File: src/rtl/gate_truth_table_sweeper.sv
// gate_truth_table_sweeper: drives one 2-input gate through all input vectors and
// checks gate_y against the truth table of the selected function.
module gate_truth_table_sweeper #(
    parameter int unsigned SETTLE = 2
) (
    input  logic       clk,
    input  logic       rst,
    input  logic       start,
    input  logic [2:0] op,
    output logic       gate_a,
    output logic       gate_b,
    input  logic       gate_y,
    output logic       busy,
    output logic       done,
    output logic       pass,
    output logic [2:0] err_count,
    output logic       fail_valid,
    output logic [1:0] first_fail
);
    typedef enum logic [1:0] {IDLE, HOLD, FINISH} state_t;
    // one nibble per op (op 7 in the top nibble), bit index = {a,b}
    localparam logic [31:0] TT = 32'hC9617E83;
    localparam logic [3:0] RELOAD = 4'(SETTLE - 1);
    state_t state_q;
    logic [2:0] op_q, err_q, err_d;
    logic [1:0] vec_q, vec_d, ff_q;
    logic [3:0] cnt_q;
    logic a_q, b_q, busy_q, done_q, pass_q, fv_q;
    logic single, last, mis;
    always_comb begin
        single = (op_q == 3'd0) || (op_q == 3'd7);
        last   = vec_q == (single ? 2'b10 : 2'b11);
        mis    = gate_y != TT[{op_q, vec_q}];
        err_d  = err_q + {2'b00, mis};
        vec_d  = vec_q + (single ? 2'd2 : 2'd1);
    end
    always_ff @(posedge clk or posedge rst) begin
        if (rst) begin
            state_q <= IDLE;
            op_q    <= '0;
            vec_q   <= '0;
            cnt_q   <= '0;
            err_q   <= '0;
            ff_q    <= '0;
            a_q     <= 1'b0;
            b_q     <= 1'b0;
            busy_q  <= 1'b0;
            done_q  <= 1'b0;
            pass_q  <= 1'b0;
            fv_q    <= 1'b0;
        end else begin
            case (state_q)
                IDLE: if (start) begin
                    state_q <= HOLD;
                    op_q    <= op;
                    vec_q   <= '0;
                    cnt_q   <= RELOAD;
                    err_q   <= '0;
                    fv_q    <= 1'b0;
                    pass_q  <= 1'b0;
                    busy_q  <= 1'b1;
                    a_q     <= 1'b0;
                    b_q     <= 1'b0;
                end
                HOLD: if (cnt_q == 4'd0) begin
                    err_q <= err_d;
                    if (mis && !fv_q) begin
                        ff_q <= vec_q;
                        fv_q <= 1'b1;
                    end
                    if (last) begin
                        state_q <= FINISH;
                        busy_q  <= 1'b0;
                        done_q  <= 1'b1;
                        pass_q  <= err_d == 3'd0;
                        a_q     <= 1'b0;
                        b_q     <= 1'b0;
                    end else begin
                        vec_q      <= vec_d;
                        {a_q, b_q} <= vec_d;
                        cnt_q      <= RELOAD;
                    end
                end else begin
                    cnt_q <= cnt_q - 4'd1;
                end
                FINISH: begin
                    state_q <= IDLE;
                    done_q  <= 1'b0;
                end
                default: state_q <= IDLE;
            endcase
        end
    end
    assign gate_a     = a_q;
    assign gate_b     = b_q;
    assign busy       = busy_q;
    assign done       = done_q;
    assign pass       = pass_q;
    assign err_count  = err_q;
    assign fail_valid = fv_q;
    assign first_fail = ff_q;
endmodule

File: config.mk
export PLATFORM = sky130hd
export DESIGN_NAME = gate_truth_table_sweeper
export DESIGN_NICKNAME = d
export VERILOG_FILES = /design/src/rtl/gate_truth_table_sweeper.sv
export SDC_FILE = /design/constraint.sdc
export NUM_CORES = 1
export LEC_CHECK = 0
export ABC_CLOCK_PERIOD_IN_PS = 6030
export CORE_AREA = 2 2 50 52
export CTS_CLUSTER_DIAMETER = 200
export DETAILED_ROUTE_END_ITERATION = 8
export DIE_AREA = 0 0 52 54
export PLACE_DENSITY = 0.78
export SLEW_MARGIN = 20
export SYNTH_ARGS = -nofsm -noshare
export SYNTH_HDL_FRONTEND = slang
export SYNTH_SLANG_ARGS = --single-unit
File: constraint.sdc
create_clock -name clk -period 6.03 [get_ports clk]
set_input_delay 1.206 -clock clk [delete_from_list [all_inputs] [get_ports clk]]
set_output_delay 1.206 -clock clk [all_outputs]
set_load 0.02 [all_outputs]
==> out/metrics.csv <==
stage;metric;value;unit
cells_and_area;layout cell share with drive strength beyond 1;5.84;%
power;LEAKAGE;0.649;nW
floorplan;Core ar.;2320;µm²
sta;Worst-Margin Slew;0.833;ns
worst_setup_path;most used cell, CP;ha_1;
sta;fin crit share;47.4;%
logic_synthesis;most common cell in the synthesized netlist;dfrtp_1;
worst_setup_path;crit path buf inv count;1;
worst_setup_path;Critical Path RT;6.23;ns
logic_synthesis;Warnings, synthesis;0;
cts;Worst-Skew Late Latency;0.30;ns
worst_hold_path;Hold Crit Class;flip-flop to flip-flop;
power;Clock power frac;8.1;%
power;Switching Fraction;44.4;%
logic_synthesis;Synth area leader;dfrtp_1;
detailed_routing;drt pass-1 iters;4;
sta;unrepaired setup endpoints after global routing;no;
cts;CTS Sinks;22;
power;Worst VDD drop;0.264;mV
worst_setup_path;critical-path cell list;inv_1 > ha_1 > mux4_2 > o211ai_2 > xor2_1 > ha_1 > ha_1 > xor2_1 > nor4_1 > mux2_1;
detailed_routing;Post-DRT Antenna Nets;0;
logic_synthesis;share of the yosys chip area belonging to registers;46.0;%
cts;total CTS buffers;3;
global_route;vias in the first global route;911;
outcome;status;completed;
power;sw power;0.360;mW
cts;htree depth;1;
cts;cts hold-fix bufs;0;
global_route;initial antenna violation count;0;
sta;fmax;350;MHz
sta;TNS Setup;0;ns
cts;Clock Tree Buf Depth;2;
logic_synthesis;top cells by count, synth;22 x dfrtp_1, 14 x o21ai_1, 13 x nand2_1;
sta;Final Max Tran Viols;0;
cts;root buffer cell;clkbuf_4;
worst_setup_path;Critical Path Start Type;flip-flop;
logic_synthesis;Synth area leaders;dfrtp_1 46%, ha_1 9.4%, mux2_1 6.6%;
power;Flop pwr share;35.0;%
flow_run;Max Cap Viol;0;
power;Gate power share;56.9;%
worst_setup_path;CP delay by family, top;multiplexers;
detailed_routing;DRT Wirelength;2460;µm
worst_setup_path;Slowest cell on crit path;dfrtp_1;
cts;CTS tree;yes;
floorplan;Die ar.;2810;µm²
logic_synthesis;Yosys reg bits;22;
cells_and_area;Util after Layout;61.3;%
worst_setup_path;type of destination of the critical path;flip-flop;
detailed_routing;Vias/cell;5.49;
detailed_routing;initial DRC count;16;
floorplan;Initial Util;51.6;%
floorplan;Die X;52;µm
global_route;GR Util All Layers;19.9;%
floorplan;Rows;18;
sta;relative slew slack;44.4;%
sta;Setup Skew;0.00474;ns
power;internal power;0.451;mW
detailed_routing;Avg WL per Cell;14.7;µm
logic_synthesis;Avg Inst Size Synth;10.1;µm²
global_route;first-pass GRT wire length;4040;µm
logic_synthesis;EDFF count, synth;0;
cells_and_area;antenna fix cells;0;
place;HPWL Detailed;1920;µm
logic_synthesis;Cells after Synth;118;
sta;Final Hold Viols;0;
detailed_routing;DRC Markers;0;
floorplan;I/O pin total;18;
logic_synthesis;Yosys cell types;33;
worst_setup_path;slowest stage delay, CP;0.55;ns
power;Pwr Density;571;nW/µm²
cells_and_area;fillers;193;
sta;clock period minus worst slack;2.86;ns
logic_synthesis;post-synth net total;134;
worst_setup_path;WP data arrival;3.05;ns
worst_setup_path;Worst Path Max Fanout;11;
sta;Setup Viol. Count Final;0;
floorplan;die height;54;µm
cts;Resized cells post-CTS;0;
detailed_routing;vias post-DR;916;
worst_setup_path;CP Class;flip-flop to flip-flop;
logic_synthesis;fraction of registers with async set/reset;100;%
global_route;grt ovf;0;
cells_and_area;Syn-to-layout area delta;18.8;%
logic_synthesis;mapped cell area;1200;µm²
global_route;largest net degree at the start of global routing;23;
place;routability cong.;0.789;
cts;Reg clk slew, reported paths;0.12;ns
logic_synthesis;Top FF cell, synth;dfrtp_1;
cells_and_area;NumNets Final;155;
place;number of I/O port buffers;17;
logic_synthesis;Synth top area share;46.0;%
cts;post-CTS setup buffer count;0;
-- power groups by stage --
stage                     sequential [mW]  clock [mW]  combinational [mW]
after floorplan                     0.308           0               0.283
after global placement              0.281           0               0.437
after detailed placement            0.286           0               0.462
after CTS                           0.283      0.0665               0.464
after global routing                0.296      0.0751               0.510
final                               0.284      0.0656               0.462
-- sequential cells by signal (all words and copies together) (netlist names) --
register    flops
gate_a          1
done            1
gate_b          1
op_q            3
vec_q           2
first_fail      2
busy            1
state_q         2
err_count       3
cnt_q           4
pass            1
fail_valid      1
-- routing by layer --
| metal | routed length (µm) | GRT usage (%) | up-vias |
|---|---|---|---|
| met3 | 61 | 3.33 | 2 |
| met1 | 1110 | 24.7 | 441 |
| met4 | 23 | 5.26 | 0 |
| li1 | - | - | 452 |
| met5 | 0 | 0 | - |
| met2 | 1270 | 35.7 | 21 |
-- layout make-up --
type                            instances  area [µm²]  share of cell area, %
Inverter                               10        37.5                   2.64
Clock buffer                            3        22.5                   1.58
Multi-Input combinational cell         85         603                   42.4
Timing Repair Buffer                   17         170                   12.0
Tap cell                               30        37.5                   2.64
Sequential cell                        22         551                   38.7
-- worst min-delay path, delay by kind of cell, from the launching register on --
kind,cells,cell delay (ns)
AOI/OAI and AO/OA,1,0.06
DFF,1,0.37
and+or+nand+nor,1,0.05
-- worst paths after layout --
path	start	endpoint	slack, ns	cells after the start
setup / recovery	vec_q[1]	pass	3.17	10
hold / removal	gate_a	gate_a	0.50	2
setup reg to reg	vec_q[1]	pass	3.17	10
hold reg to reg	gate_a	gate_a	0.50	2
max in group asynchronous	rst	op_q[0]	4.16	2
min in group asynchronous	rst	state_q[0]	1.35	2
-- cells by family after synthesis --
group                    after synthesis  share of synthesized area, %
AND/OR/NAND/NOR                       39                          16.6
flip-flops                            22                          46.0
XOR/XNOR                               3                          2.20
adder cells (fa/ha/maj)                9                          9.41
multiplexers                          10                          10.3
buffers and inverters                 11                          3.56
AO/OA/AOI/OAI                         24                          11.9
-- cell usage in the layout (no fill, tap or decap), drive strengths merged, types with 3 or more instances in the layout --
cell            n
clkbuf          3
clkdlybuf4s50  17
dfrtp          22
ha              9
inv            10
mux2            8
nand2          13
nor2            7
nor3            3
o21ai          16
xor2            3
-- per-stage QoR --
stage	instances	power [mW]	setup slack (ns)	area, µm²	hold WS, ns
after global routing	167	0.881	3.06	1420	0.529
final	167	0.811	3.17	1420	0.503
after CTS	167	0.813	3.19	1420	0.505
after floorplan	118	0.591	3.56	1200	0.457
after detailed placement	164	0.748	3.03	1400	0.479
after global placement	164	0.718	3.13	1400	0.468
(Power assumes the default switching activity.)
